$ cat config.mk
export PLATFORM = sky130hd
export DESIGN_NAME = reg_bank
export DESIGN_NICKNAME = d
export VERILOG_FILES = /design/src/rtl/reg_bank_pkg.sv /design/src/rtl/mux_n1.sv /design/src/rtl/reg_bank.sv
export SDC_FILE = /design/constraint.sdc
export NUM_CORES = 1
export LEC_CHECK = 0
export CAP_MARGIN = 10
export CELL_PAD_IN_SITES_DETAIL_PLACEMENT = 2
export CELL_PAD_IN_SITES_GLOBAL_PLACEMENT = 2
export CORE_ASPECT_RATIO = 0.7
export CORE_MARGIN = 2
export CORE_UTILIZATION = 34
export CTS_CLUSTER_DIAMETER = 100
export CTS_CLUSTER_SIZE = 30
export DETAILED_ROUTE_END_ITERATION = 10
export DONT_BUFFER_PORTS = 1
export PLACE_DENSITY_LB_ADDON = 0.1
export SLEW_MARGIN = 0
export SYNTH_ARGS = -nofsm -noshare
export SYNTH_HDL_FRONTEND = slang
export SYNTH_SLANG_ARGS = --single-unit
$ cat constraint.sdc
create_clock -name clk -period 2.88 [get_ports clk]
set_clock_uncertainty 0.1 [all_clocks]
set_input_delay 0.432 -clock clk [delete_from_list [all_inputs] [get_ports clk]]
set_output_delay 0.432 -clock clk [all_outputs]
set_load 0.02 [all_outputs]
$ cat src/rtl/reg_bank_pkg.sv
// reg_bank_pkg: shared defaults, R0 index and word type for the register bank
package reg_bank_pkg;
  localparam int DEFAULT_WIDTH = 8;
  localparam int DEFAULT_DEPTH = 8;
  localparam int R0 = 0;
  typedef logic [DEFAULT_WIDTH-1:0] reg_word_t;
endpackage

$ cat src/rtl/mux_n1.sv
// mux_n1: generic N:1 selector over a flattened bus; out-of-range selects yield zero
module mux_n1
  import reg_bank_pkg::*;
#(
  parameter int WIDTH = DEFAULT_WIDTH,
  parameter int N = DEFAULT_DEPTH,
  parameter int SEL_W = $clog2(N)
) (
  input  logic [N*WIDTH-1:0] din,
  input  logic [SEL_W-1:0]   sel,
  output logic [WIDTH-1:0]   dout
);
  always_comb begin
    dout = '0;
    for (int i = 0; i < N; i++)
      if (sel == SEL_W'(i)) dout = din[i*WIDTH +: WIDTH];
  end
endmodule

$ cat src/rtl/reg_bank.sv
// reg_bank: parametrised register bank, one write port and two registered read ports.
// Define REG_BANK_BYPASS_EN for write-first forwarding on same-address collisions.
module reg_bank
  import reg_bank_pkg::*;
#(
  parameter int WIDTH = DEFAULT_WIDTH,
  parameter int DEPTH = DEFAULT_DEPTH,
  parameter int ADDR_W = $clog2(DEPTH),
  parameter bit ZERO_REG = 1'b0
) (
  input  logic              clk,
  input  logic              rst_n,
  input  logic              we,
  input  logic [ADDR_W-1:0] waddr,
  input  logic [WIDTH-1:0]  wdata,
  input  logic              re_a,
  input  logic [ADDR_W-1:0] raddr_a,
  output logic [WIDTH-1:0]  rdata_a,
  output logic              rvalid_a,
  input  logic              re_b,
  input  logic [ADDR_W-1:0] raddr_b,
  output logic [WIDTH-1:0]  rdata_b,
  output logic              rvalid_b,
  output logic              werr
);
  logic [WIDTH-1:0] mem [DEPTH];
  logic [DEPTH*WIDTH-1:0] flat;
  logic [WIDTH-1:0] mux_a, mux_b;
  logic wr_ok, fwd_a, fwd_b;

  assign wr_ok = we && ({1'b0, waddr} < (ADDR_W+1)'(DEPTH)) &&
                 !(ZERO_REG && waddr == ADDR_W'(R0));

  for (genvar g = 0; g < DEPTH; g++) begin : g_flat
    assign flat[g*WIDTH +: WIDTH] = (ZERO_REG && g == R0) ? '0 : mem[g];
  end

`ifdef REG_BANK_BYPASS_EN
  assign fwd_a = wr_ok && waddr == raddr_a;
  assign fwd_b = wr_ok && waddr == raddr_b;
`else
  assign fwd_a = 1'b0;
  assign fwd_b = 1'b0;
`endif

  mux_n1 #(.WIDTH(WIDTH), .N(DEPTH), .SEL_W(ADDR_W)) u_mux_a (.din(flat), .sel(raddr_a), .dout(mux_a));
  mux_n1 #(.WIDTH(WIDTH), .N(DEPTH), .SEL_W(ADDR_W)) u_mux_b (.din(flat), .sel(raddr_b), .dout(mux_b));

  always_ff @(posedge clk or negedge rst_n) begin
    if (!rst_n) begin
      for (int i = 0; i < DEPTH; i++) mem[i] <= '0;
    end else begin
      for (int i = 0; i < DEPTH; i++)
        if (wr_ok && waddr == ADDR_W'(i)) mem[i] <= wdata;
    end
  end

  always_ff @(posedge clk or negedge rst_n) begin
    if (!rst_n) begin
      rdata_a  <= '0;
      rdata_b  <= '0;
      rvalid_a <= 1'b0;
      rvalid_b <= 1'b0;
      werr     <= 1'b0;
    end else begin
      rvalid_a <= re_a;
      rvalid_b <= re_b;
      werr     <= we && !wr_ok;
      if (re_a) rdata_a <= fwd_a ? wdata : mux_a;
      if (re_b) rdata_b <= fwd_b ? wdata : mux_b;
    end
  end
endmodule
# Yosys cells after proc, flatten, opt, wreduce, memory -nomap -nowiden
# Index checks and enable logic that the tools add are counted.
# W data, S select, Z words.
totals:
  regBits: 82
  input_bits: 22
  out_inout_bits: 19
  elab_cells: 60
classes:
  eq_ne: 21
  muxes: 16
  reduce_logical: 11
op_table:
  columns: ["cell", "n"]
  rows:
  - ["$mux W8", 16]
  - ["$eq A3 B3 Y1 const B", 12]
  - ["$eq A3 B2 Y1 const B", 6]
  - ["$eq A3 B1 Y1 const B", 3]
  - ["$logic_not A3 Y1", 3]
  - ["$logic_and A1 B1 Y1", 8]

# Logic depth before layout (Yosys ltp)
# Gate-level depths: netlist (run 1).
logic_depth:
  ltp_word: 9
  mapped_depth: 7
  ltp_nobuf: 4

# Hierarchy
# From an unflattened synthesis (run 1), not the netlist that was laid out.
hier_totals:
  cells_unflattened: 239
  area_unflattened_um2: 4202.8
modules_own_cells:
  columns: ["mod", "n_inst", "cells_each", "area_per_inst_um2", "seq_area_each_um2"]
  rows:
  - ["reg_bank", 1, 181, 3101.7, 2052.0]
  - ["mux_n1", 2, 29, 550.5, 0.0]

# Least setup slack after synthesis (run 1)
# No wires, ideal clock.
synth_timing:
  path_kind: "in2reg"
  start: "input port waddr[2]"
  end: "register mem, in the netlist flat[16]"
  setup_time_ps: 125
  t_arrival_ps: 1406
  required_ps: 2655
  slack_ps: 1249
  path_stages: 4
  path_buffers: 1
  cell_sequence: "buf_6 nand2b_4 nor3b_4 mux2_2"
synth_between:
  elab_chain_len: 2
synth_rtl:
  columns: ["element", "line_no", "rtl"]
  rows:
  - ["start, declared", "reg_bank.sv:14", "input logic [ADDR_W-1:0] waddr,"]
  - ["$eq A3 B2 Y1", "reg_bank.sv:54", "if (wr_ok && waddr == ADDR_W'(i)) mem[i] <= wdata;"]
  - ["$logic_and A1 B1 Y1", "reg_bank.sv:54", null]
  - ["end signal, assigned by index", "reg_bank.sv:54", null]
  - ["end, declared", "reg_bank.sv:26", "logic [WIDTH-1:0] mem [DEPTH];"]
# Every way passes these cells.
# A chain may end at the register's enable or synchronous reset.

# Worst setup path after layout (run 1)
layout_timing:
  start: "input port raddr_b[1]"
  end: "register rdata_b[4]"
layout_between:
  elab_chain_len: 9
  word_cells_on_any_way: 16
  classes_between: "eq/ne (7); mux (8); reduce/logical (1)"
layout_rtl:
  columns: ["element", "line_no", "rtl"]
  rows:
  - ["start, declared", "reg_bank.sv:21", "input logic [ADDR_W-1:0] raddr_b,"]
  - ["$logic_not A3 Y1", "mux_n1.sv:16", "if (sel == SEL_W'(i)) dout = din[i*WIDTH +: WIDTH];"]
  - ["$mux W8 (7 in series)", "mux_n1.sv:16", null]
  - ["$mux W8 (*)", "mux_n1.sv:16", null]
  - ["end signal, assigned", "reg_bank.sv:70", "if (re_b) rdata_b <= fwd_b ? wdata : mux_b;"]
  - ["end, declared", "reg_bank.sv:22", "output logic [WIDTH-1:0] rdata_b,"]
# Mark *: on every way between the ends. The rest lies on a longest branch, timed or not.

==> results of run 1 <==
[power breakdown]
| group | internal [mW] | switching (mW) | total [mW] | leakage [nW] |
|---|---|---|---|---|
| logic | 0.311 | 0.239 | 0.551 | 0.768 |
| registers | 1.39 | 0.264 | 1.66 | 0.980 |
| clock network | 0.892 | 0.475 | 1.37 | 0.176 |
[flip-flops by register name, summed over array words and instances (netlist names)]
signal and cells:
rdata_b 8, flat 64, rvalid_b 1, rdata_a 8, rvalid_a 1
[what timing repair did]
action,4_1_cts,5_1_grt
hold endpoints to repair,82,0
hold buffers,2,0
setup endpoints to repair,0,0
[logic make-up (layout without fill, tap and decap cells)]
| group | count (synthesis) | after routing | share of synthesized area |
|---|---|---|---|
| flip-flops | 82 | 82 | 0.474 |
| other | 1 | 1 | 0.000866 |
| multiplexers | 89 | 89 | 0.228 |
| AND/OR/NAND/NOR | 78 | 78 | 0.0992 |
| buffers and inverters | 39 | 28 | 0.0489 |
| AO/OA/AOI/OAI | 101 | 101 | 0.149 |
[worst reg2reg max path, cell delays in order, from the launching register on]
cell and delay (ns):
dfrtp_1 0.40, mux4_2 0.48, mux2i_1 0.25, o21ai_1 0.10
[layout by cell type, fill, tap and decap left out, drive strengths merged, types with 2 or more instances in the layout]
master | synthesis | routed
inv | 8 | 8
mux2i | 22 | 22
a21oi | 19 | 19
o2bb2ai | 12 | 12
o21ai | 29 | 29
clkbuf | 10 | 11
nor3b | 4 | 4
mux2 | 66 | 66
a211oi | 5 | 5
bufinv | 0 | 3
buf | 20 | 2
nor2 | 26 | 26
nand3 | 9 | 9
a221oi | 15 | 15
dfrtp | 82 | 82
clkinv | 1 | 3
nor2b | 2 | 2
nand2 | 20 | 20
nor3 | 3 | 3
nand2b | 9 | 9
nand4b | 3 | 3
a31oi | 5 | 5
o22ai | 16 | 16
[metal layers]
layer  part of all wire  vias to the layer above  track usage
met2               0.49                       45        0.347
li1                   -                     1405            -
met5                  0                        -            0
met1               0.48                     1655        0.277
met4             0.0094                        0       0.0357
met3              0.027                       11       0.0446
[final timing paths]
check                                         end  cells past startpoint  slack, ns                  from
max                        rdata_b[4]$_DFFE_PN0P_                      4       1.31            raddr_b[1]
min                            rvalid_b$_DFF_PN0_                      0       0.03                  re_b
max reg2reg                rdata_b[1]$_DFFE_PN0P_                      3       1.44  flat[25]$_DFFE_PN0P_
min reg2reg                  flat[58]$_DFFE_PN0P_                      1       0.43  flat[58]$_DFFE_PN0P_
max in group asynchronous    flat[39]$_DFFE_PN0P_                      2       1.77                 rst_n
min in group asynchronous     flat[6]$_DFFE_PN0P_                      2       0.58                 rst_n
[layout make-up]
class	count	area [um2]	share of cell area
Clock buffer	11	253	0.0532
Clock inverter	5	100	0.0211
Inverter	9	33.8	0.00711
Multi-Input combinational cell	269	2060	0.435
Sequential cell	82	2050	0.432
Tap cell	162	203	0.0427
Timing Repair Buffer	3	45.0	0.00948
[per-stage QoR]
step / power, mW / std cells / utilization / cell area (um2) / hold WS [ns]
floorplan: 2.08 / 390 / - / 4330 / 0.0364
global route: 3.77 / 541 / 0.382 / 4750 / 0.00292
finish: 3.58 / 541 / 0.382 / 4750 / 0.0251
global placement: 2.17 / 523 / 0.351 / 4360 / 0.0396
CTS: 3.63 / 541 / 0.382 / 4750 / 0.00845
detailed placement: 2.21 / 523 / 0.351 / 4360 / 0.0402
==> metrics.md, run 1 <==
| Metric | Value |
|---|---|
| Crit Path Class | `in2reg` |
| Hold Crit Class | `in2reg` |
| Die height | `roughly 98 um` |
| Final period utilization | `0.546` |
| DP HPWL | `just over 9000 um` |
| Synth cell types | `34` |
| Share of cells above drive strength 1 | `0.248` |
| CTS resizes | `0` |
| Reg clk slew, reported paths | `0.07 ns` |
| CP required | `around 3 ns` |
| Row Count | `34` |
| Actual slew at the worst max-slew pin | `roughly 0.75 ns` |
| Fmax | `around 640 MHz` |
| Synth top area cells | `dfrtp_1 47%, mux2_2 17%, mux2i_1 5.1%` |
| GR Util All Layers | `0.206` |
| I/O pin count | `a little over 40` |
| Buf/Inv on CP | `0` |
| Vias | `3,116` |
| Crit-path max cell delay | `about 0.60 ns` |
| Crit-path max FO | `22` |
| Unrepaired setup endpoints after global routing | `no` |
| Die extent in x | `roughly 140 um` |
| Critical-path top delay cell | `nor2b_1` |
| Num CTS Buffers | `9` |
| Clock Latency Late Sink | `between 0.3 and 0.4 ns` |
| Post-synthesis cell count | `390` |
| Setup_tns | `0 ns` |
| Ys flop type | `dfrtp_1` |
| Largest area contributor in the netlist | `dfrtp_1` |
| Post-CTS Setup Inserts | `0` |
| Ys Warns | `0` |
| Max clock buf depth | `2` |
| Maxcap violations | `0` |
| Power per cell area | `753 mW/mm2` |
| Drt wl/cell | `approximately 25 um` |
| Status | `complete, no violations` |
| Number of global-route vias before repair | `about 3.4k` |
| Pin count of the biggest net entering global routing | `just over 80` |
| Leakage power | `1.92 nW` |
| Final Critical Period | `1.57 ns` |
| Synth top area share | `0.474` |
| Synthesized area | `between 0.004 and 0.005 mm2` |
| DRC violations left | `0` |
| Fillcell total | `roughly 1.3k` |
| Initial DRC Count | `~110` |
| Port bufs | `0` |
| Gpl congestion | `approximately 0.76` |
| Post-synthesis async set-or-reset flop share | `1.00` |
| GR Overflow Total | `0` |
| Cell with the most instances after synthesis | `dfrtp_1` |
| Final Max Tran Viols | `0` |
| Sequential area share after synthesis | `0.474` |
| TritonCTS clock tree | `done` |
| Setup WS pre-CTS | `roughly 0.9 ns` |
| CTS root buffer | `clkbuf_16` |
| Slew headroom | `0.496` |
| Final setup margin | `roughly 1.3 ns` |
| Antenna viol nets, final | `0` |
| CP Launch Type | `input pin` |
| Avg Vias per Cell | `5.76` |
| DRT Wirelength | `around 13,000 um` |
| Final Hold Fails | `0` |
| First-pass GRT wire length | `21,300 um` |
| Htree depth | `3` |
| Initial antenna violation count | `0` |
| # diodes | `0` |
| Nets@finish | `396` |
| Setup violations, final | `0` |
| FF+latch count, synth | `82` |
| Critical path, cell by cell | `nor2b_1 -> o2bb2ai_1 -> o21ai_0 -> a221oi_1` |
| P&R area growth vs syn | `9.77%` |
| Crit path capture type | `flop` |
| Most frequent cells after synthesis | `82 x dfrtp_1, 66 x mux2_2, 28 x o21ai_0` |
| Top delay family on crit path | `compound AO/OA/AOI/OAI gates` |
| Critical path arrival | `approximately 1.7 ns` |
| Post-synth EDFFs | `0` |
| Post-Syn Nets | `between 400 and 500` |
| Drt pass-1 iters | `4` |
| Core area | `about 0.012 mm2` |
| Syn Area/Cell | `roughly 11 um2` |
| Clk sinks | `82` |
| Maximum vdd drop | `339 uV` |
| Full die area | `0.0137 mm2` |
| Starting density of the core | `0.348` |
(Power assumes the default switching activity.)
==> run 2: changes to the inputs <==
clock period = 1.3 ns   (was 2.88 ns; I/O delays follow)
==> run 2 against run 1 <==
  * The run now ends with negative hold slack, negative setup slack left
  * Count of clock-buffer cells in the layout did not move
  * Power grew 130%
  * Sequential power rose by 120%
  * Clock power is 100% higher
  * Worst hold slack worse by 0.58 ns
  * First-iteration DRC count grew 12%
  * Critical path depth fell by 1
  * Critical endpoint is now rdata_b[5]$_DFFE_PN0P_
  * Highest routed layer unchanged
==> metrics.md, run 2 (synthesis results as in run 1) <==
| Metric | Value |
|---|---|
| WP depth | `3` |
| Depth of the worst register-to-register path | `3` |
| Final Max Tran Viols | `0` |
| Avg Vias per Cell | `between 5 and 6` |
| CTS root buffer | `clkbuf_16` |
| Initial antenna violation count | `0` |
| Die height | `98.4 um` |
| Num CTS Buffers | `9` |
| Max clock buf depth | `2` |
| Power per cell area | `roughly 1500 mW/mm2` |
| Crit path capture type | `flop` |
| Antenna viol nets, final | `0` |
| Reg clk slew, reported paths | `roughly 0.06 ns` |
| GR Util All Layers | `0.224` |
| Drt pass-1 iters | `4` |
| P&R area growth vs syn | `25.2%` |
| Critical-path top delay cell | `dfrtp_2` |
| DP HPWL | `9540 um` |
| Initial DRC Count | `between 100 and 150` |
| Nets@finish | `between 400 and 500` |
| GR Overflow Total | `0` |
| Htree depth | `3` |
| Unrepaired setup endpoints after global routing | `yes` |
| First-pass GRT wire length | `between 20,000 and 25,000 um` |
| R2R Path End | `rdata_b[5]$_DFFE_PN0P_` |
| Final setup margin | `-0.0616 ns` |
| Fmax | `about 730 MHz` |
| Hold_ws | `-0.560 ns` |
| Final Instance Count excl. Fillers | `between 500 and 600` |
| Status | `complete, but fails checks` |
| CP required | `approximately 1.4 ns` |
| Port bufs | `0` |
| Full die area | `0.0137 mm2` |
| Crit Path Class | `reg2reg` |
| Buf/Inv on CP | `0` |
| Critical path arrival | `1.46 ns` |
| Final Hold Fails | `85` |
| Row Count | `34` |
| Setup violations, final | `11` |
| Crit-path max FO | `6` |
| DRT Wirelength | `between 10,000 and 15,000 um` |
| Maximum vdd drop | `between 600 and 700 uV` |
| Number of global-route vias before repair | `approximately 3.8k` |
| TritonCTS clock tree | `done` |
| # diodes | `0` |
| Vias | `roughly 3.4k` |
| Actual slew at the worst max-slew pin | `between 0.7 and 0.8 ns` |
| Largest register FFs | `64` |
| Gpl congestion | `between 0.7 and 0.8` |
| Violated checks | `negative hold slack, negative setup slack` |
| Pin count of the biggest net entering global routing | `slightly above 80` |
| Slew headroom | `0.514` |
| Core area | `roughly 0.012 mm2` |
| Util after Layout | `0.436` |
| Maxcap violations | `0` |
| Starting density of the core | `0.348` |
| Die extent in x | `139 um` |
| Drt wl/cell | `roughly 25 um` |
| DRC violations left | `0` |
| Leakage power | `2.27 nW` |
| Commonest cells after routing, fill and taps aside | `78 x dfrtp_1, 55 x mux2_2, 33 x buf_4, 25 x nor2_1, 23 x o21ai_0` |
| CP Launch Type | `flop` |
| Critical path, cell by cell | `mux2_4 -> a221oi_4 -> a221oi_2` |
| Clock Latency Late Sink | `between 0.3 and 0.4 ns` |
| Worst r2r src | `flat[21]$_DFFE_PN0P_` |
| Share of cells above drive strength 1 | `0.365` |
| Reg2reg setup slack | `-0.06 ns` |
| Final Critical Period | `1.36 ns` |
| Dpl cells | `~560` |
| Commonest non-fill, non-tap cell in the layout | `dfrtp_1` |
| Top delay family on crit path | `flip-flops` |
| Crit-path max cell delay | `roughly 0.45 ns` |
| I/O pin count | `slightly above 40` |
| Final period utilization | `1.05` |
| Clk sinks | `a little over 80` |
| Hold Crit Class | `in2async` |
## run 2: cell types whose count changed in the layout (fill, tap and decap cells not counted), moves of 5 or more
cell / before / now
buf_4: 1 / 33
a221oi_1: 15 / 3
mux2_4: 0 / 11
buf_12: 0 / 7
dlygate4sd3_1: 1 / 11
a211oi_1: 5 / 0
a211oi_2: 0 / 5
o21ai_0: 28 / 23
mux2_2: 66 / 55
o21ai_1: 1 / 6
a221oi_2: 0 / 9
## run 2: stage by stage
stage | hold slack, ns | worst slack (ns) | TNS [ns] | power [mW] | cell area (um2)
final | -0.560 | -0.0616 | -0.357 | 8.16 | 5420
after global routing | -0.577 | -0.115 | -1.04 | 8.58 | 5420
after CTS | -0.569 | -0.0686 | -0.306 | 8.10 | 5270
after detailed placement | -0.198 | -0.117 | -0.661 | 5.16 | 4780
after global placement | -0.198 | -0.0748 | -0.259 | 5.07 | 4780
after floorplan | -0.201 | -0.0763 | -1.00 | 4.68 | 4410
## run 2: worst max-delay path by stage
| stage | slack (ns) | to | startpoint |
|---|---|---|---|
| finish | -0.06 | rdata_b[5]$_DFFE_PN0P_ | flat[21]$_DFFE_PN0P_ |
| global route | -0.11 | rdata_b[1]$_DFFE_PN0P_ | flat[25]$_DFFE_PN0P_ |
| CTS | -0.07 | rdata_b[1]$_DFFE_PN0P_ | flat[25]$_DFFE_PN0P_ |
| detailed placement | -0.12 | rdata_b[5]$_DFFE_PN0P_ | flat[5]$_DFFE_PN0P_ |
| global placement | -0.07 | rdata_b[5]$_DFFE_PN0P_ | flat[21]$_DFFE_PN0P_ |
| floorplan | -0.08 | flat[16]$_DFFE_PN0P_ | waddr[2] |
## run 2: routing by layer
layer	GRT usage	up-vias	routed length [um]
li1	-	1509	-
met3	0.0402	22	312
met1	0.290	1800	6910
met5	0	-	0
met4	0.0831	0	293
met2	0.377	46	7270
## run 2: timing repair
item                       in CTS  in global routing
setup buffers                   5                  3
resized for setup              12                 23
setup endpoints to repair      11                 16
hold buffers                   10                  2
hold endpoints to repair      164                 91
pin swaps                       5                 12
## run 2: area by class of cell
class,instances,area (um2)
Clock inverter,3,65.1
Inverter,9,33.8
Fill cell,1276,7010
Sequential cell,82,2060
Multi-Input combinational cell,269,2260
Tap cell,162,203
Clock buffer,11,243
Timing Repair Buffer,56,556
## run 2: power breakdown
group          internal [mW]  leakage (nW)  switching (mW)
Combinational           1.03          1.14           0.763
Clock                   1.71         0.151            1.04
Sequential              3.09         0.976           0.524
Total                   5.83          2.27            2.32
## run 2: worst reg2reg max path: stages, from the launching register on
cell and delay (ns):
dfrtp_2 0.45, mux2_4 0.30, a221oi_4 0.27, a221oi_2 0.10
